**config.mk**
```make
export PLATFORM = sky130hd
export DESIGN_NAME = noc_injector
export DESIGN_NICKNAME = d
export VERILOG_FILES = /design/src/rtl/noc_injector_pkg.sv /design/src/rtl/noc_injector_sync_ff.sv /design/src/rtl/noc_injector.sv
export SDC_FILE = /design/constraint.sdc
export NUM_CORES = 1
export LEC_CHECK = 0
export BUFFER_PORTS_ARGS = -buffer_cell sky130_fd_sc_hd__buf_2
export CAP_MARGIN = 20
export CORE_UTILIZATION = 45
export DETAILED_ROUTE_END_ITERATION = 10
export PLACE_DENSITY = 0.77
export SETUP_SLACK_MARGIN = 0.1
export SLEW_MARGIN = 20
export SYNTH_ARGS = -nofsm -noshare
export SYNTH_HDL_FRONTEND = slang
export SYNTH_SLANG_ARGS = --single-unit
```
**constraint.sdc**
```tcl
create_clock -name clk -period 3.79 [get_ports clk]
set_clock_uncertainty 0.05 [all_clocks]
set_input_delay 0.1895 -clock clk [delete_from_list [all_inputs] [get_ports clk]]
set_output_delay 0.1895 -clock clk [all_outputs]
set_load 0.1 [all_outputs]
```
**src/rtl/noc_injector_pkg.sv**
```systemverilog
// Shared flit-format and injector FSM definitions for the NoC tile interface.
// Head flit payload, MSB first below the type bits: dest_x, dest_y, src_x, src_y.
package noc_pkg;

  typedef enum logic [1:0] {
    BODY = 2'b00,
    HEAD = 2'b01,
    TAIL = 2'b10
  } flit_type_t;

  localparam int COORD_W       = 4;
  localparam int HEAD_FIELDS_W = 4 * COORD_W;
  // Offsets within the head field block, counted from its LSB.
  localparam int DEST_X_OFS    = 3 * COORD_W;
  localparam int DEST_Y_OFS    = 2 * COORD_W;
  localparam int SRC_X_OFS     = 1 * COORD_W;
  localparam int SRC_Y_OFS     = 0;

  typedef enum logic [2:0] {
    IDLE   = 3'd0,
    SEND_H = 3'd1,
    WAIT   = 3'd2,
    LOAD   = 3'd3,
    SEND_B = 3'd4
  } inj_state_t;

  function automatic logic [HEAD_FIELDS_W-1:0] head_fields(
    input logic [COORD_W-1:0] dx,
    input logic [COORD_W-1:0] dy,
    input logic [COORD_W-1:0] sx,
    input logic [COORD_W-1:0] sy
  );
    logic [HEAD_FIELDS_W-1:0] f;
    f = '0;
    f[DEST_X_OFS +: COORD_W] = dx;
    f[DEST_Y_OFS +: COORD_W] = dy;
    f[SRC_X_OFS  +: COORD_W] = sx;
    f[SRC_Y_OFS  +: COORD_W] = sy;
    return f;
  endfunction

endpackage

```
**src/rtl/noc_injector_sync_ff.sv**
```systemverilog
// Multi-stage flop synchronizer for a single asynchronous level (the 2-phase ack).
module sync_ff #(
  parameter int STAGES = 2
) (
  input  logic clk,
  input  logic reset,
  input  logic d,
  output logic q
);

  logic [STAGES-1:0] chain;

  always_ff @(posedge clk or posedge reset) begin
    if (reset) begin
      chain <= '0;
    end else begin
      chain <= {chain[STAGES-2:0], d};
    end
  end

  assign q = chain[STAGES-1];

endmodule

```
**src/rtl/noc_injector.sv**
```systemverilog
// Packetizing injector: valid/ready words in, 2-phase bundled-data flits out.
// Optional counters (stat_pkts/stat_flits/stat_stall) enabled by NOC_INJECTOR_STATS_EN.
module noc_injector
  import noc_pkg::*;
#(
  parameter int WIDTH       = 64,
  parameter int LocationX   = 2,
  parameter int LocationY   = 2,
  parameter int MAX_FLITS   = 16,
  parameter int SYNC_STAGES = 2
) (
  input  logic             clk,
  input  logic             reset,
  input  logic             gen_enable,
  input  logic             s_valid,
  output logic             s_ready,
  input  logic [WIDTH-3:0] s_data,
  input  logic             s_last,
  input  logic [3:0]       dest_x,
  input  logic [3:0]       dest_y,
  output logic             req_o,
  output logic [WIDTH-1:0] Data_o,
  input  logic             ack_i
`ifdef NOC_INJECTOR_STATS_EN
  ,
  output logic [31:0]      stat_pkts,
  output logic [31:0]      stat_flits,
  output logic [31:0]      stat_stall
`endif
);

  localparam int PAD_W = WIDTH - 2 - HEAD_FIELDS_W;
  localparam logic [7:0] LAST_IDX = 8'(MAX_FLITS - 1);
  localparam logic [COORD_W-1:0] SRC_X = COORD_W'(LocationX);
  localparam logic [COORD_W-1:0] SRC_Y = COORD_W'(LocationY);

  inj_state_t state;
  logic [7:0] flit_cnt;
  logic       tail_sent;
  logic       ack_sync;
  logic       is_tail;
  logic       ack_done;

  sync_ff #(.STAGES(SYNC_STAGES)) u_ack_sync (
    .clk   (clk),
    .reset (reset),
    .d     (ack_i),
    .q     (ack_sync)
  );

  assign s_ready  = (state == LOAD) && s_valid;
  // flit_cnt counts flits already sent in this packet, head included.
  assign is_tail  = s_last || (flit_cnt == LAST_IDX);
  assign ack_done = (state == WAIT) && (ack_sync == req_o);

  always_ff @(posedge clk or posedge reset) begin
    if (reset) begin
      state     <= IDLE;
      req_o     <= 1'b0;
      Data_o    <= '0;
      flit_cnt  <= '0;
      tail_sent <= 1'b0;
    end else begin
      case (state)
        IDLE: begin
          if (gen_enable && s_valid) begin
            Data_o    <= {HEAD, head_fields(dest_x, dest_y, SRC_X, SRC_Y), {PAD_W{1'b0}}};
            flit_cnt  <= '0;
            tail_sent <= 1'b0;
            state     <= SEND_H;
          end
        end
        SEND_H: begin
          req_o    <= ~req_o;
          flit_cnt <= flit_cnt + 8'd1;
          state    <= WAIT;
        end
        WAIT: begin
          if (ack_sync == req_o) begin
            state <= tail_sent ? IDLE : LOAD;
          end
        end
        LOAD: begin
          // Data_o changes only here and in IDLE, a full cycle ahead of the req_o toggle.
          if (s_valid) begin
            Data_o    <= is_tail ? {TAIL, s_data} : {BODY, s_data};
            tail_sent <= is_tail;
            state     <= SEND_B;
          end
        end
        SEND_B: begin
          req_o    <= ~req_o;
          flit_cnt <= flit_cnt + 8'd1;
          state    <= WAIT;
        end
        default: state <= IDLE;
      endcase
    end
  end

`ifdef NOC_INJECTOR_STATS_EN
  always_ff @(posedge clk or posedge reset) begin
    if (reset) begin
      stat_pkts  <= '0;
      stat_flits <= '0;
      stat_stall <= '0;
    end else begin
      if (ack_done && (stat_flits != '1)) begin
        stat_flits <= stat_flits + 32'd1;
      end
      if (ack_done && tail_sent && (stat_pkts != '1)) begin
        stat_pkts <= stat_pkts + 32'd1;
      end
      if ((state == WAIT) && (stat_stall != '1)) begin
        stat_stall <= stat_stall + 32'd1;
      end
    end
  end
`else
  // ack_done only feeds the optional counters.
  logic unused_ack_done;
  assign unused_ack_done = ack_done;
`endif

endmodule

```
==> metrics.md <==
| Metric | Value |
|---|---|
| Slew Limit Fails | `0` |
| Crit start category | `flop` |
| DR WL/cell | `15.7 um` |
| Overall routing resource usage | `0.215` |
| Hold Crit Endpoint | `Data_o[9]` |
| # setup viols final | `0` |
| Die X | `86.3 um` |
| Clock-pin slew on the worst setup and hold paths | `0.08 ns` |
| Initial DRC Count | `113` |
| Max-slew headroom | `0.298` |
| Hold buffers post-CTS | `5` |
| Worst r2r dst | `Data_o[18]` |
| Layout area overhead | `30.8%` |
| Post-synthesis cell count | `233` |
| Dpl ws | `1.44 ns` |
| Ys Warns | `0` |
| Postcts setup bufs | `0` |
| CP delay by family, top | `buffers and inverters` |
| # diodes | `0` |
| Largest net degree at the start of global routing | `50` |
| Slew @ Worst Pin | `1.05 ns` |
| DRC viols | `0` |
| Area of placed instances | `0.00393 mm^2` |
| CTS Sinks | `78` |
| Ys flop type | `dfrtp_1` |
| Die area | `0.00745 mm^2` |
| RSZ-0062 raised after global routing | `no` |
| Delay of the slowest critical-path stage | `0.58 ns` |
| Post-synth top area share | `0.610` |
| Max-Cap Viols | `0` |
| Max Fclk | `0.424 GHz` |
| Cell Area, Synth | `0.00320 mm^2` |
| Via density per instance | `5.35` |
| Hold_sp | `s_data[9]` |
| TritonCTS clock tree | `built` |
| Most frequent cell after synthesis | `dfrtp_1` |
| Routed Antenna Nets | `0` |
| Crit Path Category | `reg2out` |
| Num rows | `30` |
| Final Hold Viols | `0` |
| Skew-Pair Late Insertion Delay | `0.33 ns` |
| Hold path depth | `2` |
| Design Area, Final | `0.00419 mm^2` |
| Via count | `2546` |
| CP Buf/Inv Count | `2` |
| Slowest cell on crit path | `dfrtp_1` |
| EDFF count, synth | `0` |
| Max Buffers Root-to-Sink | `2` |
| FF-to-FF setup slack | `1.44 ns` |
| Initial antenna violation count | `0` |
| Post-synthesis register bit count | `78` |
| Initial core utilization | `0.468` |
| Crit-path cells | `and2_4 -> nand2_1 -> inv_2 -> buf_2` |
| Reg2reg start | `state[1]` |
| Netlist cell types | `41` |
| Synth top cells by count | `dfrtp_1 (78), a22o_1 (55), buf_4 (13)` |
| Fin worst setup slack | `1.43 ns` |
| Final Net Count | `453` |
| Worst Setup SP | `state[0]` |
| Worst-path fanout max | `18` |
| Inserted Clock Buffers | `9` |
| Ys async rst share | `1.00` |
| Fraction of layout cells with a size suffix above 1 | `0.479` |
| Status | `finished, final reports clean` |
| Total wire length | `7.48 mm` |
| Setup crit end kind | `output pin` |
| Arrival @ worst endpoint | `2.12 ns` |
| Routability cong. | `0.838` |
| GRT overflow | `0` |
| Crit path time final | `2.36 ns` |
| Fin Setup TNS | `0 ns` |
| Core area | `0.00683 mm^2` |
| CTS resizes | `0` |
| Register area share after synthesis | `0.610` |
| Post-DP HPWL | `5.29 mm` |
| Port Buf Inserts | `141` |
| Synth top area cells | `dfrtp_1 (61%), a22o_1 (15%), mux2_2 (4.2%)` |
| R2R depth | `4` |
| Syn_area_per_cell | `13.7 um^2` |
| Overall die height | `86.3 um` |
| Final Cycle Share | `0.622` |
| Clock root buffer | `clkbuf_8` |
| Syn_nets | `310` |
| Hold Path Class | `in2reg` |
| I/O pin cnt | `142` |
| Worst endpoint required time | `3.55 ns` |
| Vias in the first global route | `2532` |
| H-tree levels | `3` |
| First-pass GRT wire length | `12.2 mm` |
| Cell taking the most area after synthesis | `dfrtp_1` |
| Drt first pass iters | `4` |
-- kinds of logic (layout without fill, tap and decap cells) --
logic type	after synthesis	count (layout)	synth area share
buffers and inverters	27	174	0.0504
flip-flops	78	78	0.610
XOR/XNOR	4	4	0.0109
AND/OR/NAND/NOR	28	28	0.0575
adder cells (fa/ha/maj)	1	1	0.00391
AO/OA/AOI/OAI	79	79	0.206
multiplexers	16	16	0.0610
-- per-layer routing --
layer | global-route usage | wire [um]
met1 | 0.285 | 3190
met2 | 0.346 | 3640
met3 | 0.0533 | 533
met4 | 0.0773 | 120
met5 | 0 | 0
-- worst max path at each step --
stage	depth (start not counted)	slack (ns)	endpoint
after floorplan	1	1.56	Data_o[0]
after global placement	4	1.54	Data_o[38]
after detailed placement	4	1.44	Data_o[28]
after CTS	4	1.41	s_ready
after global routing	4	1.27	Data_o[46]
final	4	1.43	s_ready
-- layout make-up --
cell class	count	area, um^2
Timing Repair Buffer	149	778
Fill cell	570	2640
Clock inverter	6	87.6
Inverter	10	38.8
Sequential cell	78	1950
Tap cell	96	120
Clock buffer	9	124
Multi-Input combinational cell	128	1090
-- through the flow --
stage               instances  hold WS (ns)  utilization
finish                    476        0.0171        0.613
global route              476       0.00179        0.613
CTS                       476       0.00144        0.613
detailed placement        456         0.251        0.575
global placement          456         0.251        0.575
floorplan                 233         0.171            -
-- layout by cell type, fill, tap and decap left out, drive strengths merged, types with 2 or more instances in the layout --
master	n
buf	144
dfrtp	78
a22o	55
mux2	16
clkbuf	9
inv	9
nand3	6
a31oi	6
dlygate4sd3	5
clkinv	5
nor2	4
o21ai	4
xnor2	3
and2	3
nand3b	3
nand2	2
a211oi	2
nand4	2
o2111ai	2
a21oi	2
a2bb2oi	2
bufinv	2
-- flip-flops by register name, indices dropped and copies added, names as in the netlist --
name and count:
Data_o 64, u_ack_sync.chain 2, flit_cnt 8, state 3, req_o 1
Power is left out: the tool's default activity adds up to more than one toggle a clock period on the data nets, which glitch-free logic cannot reach.
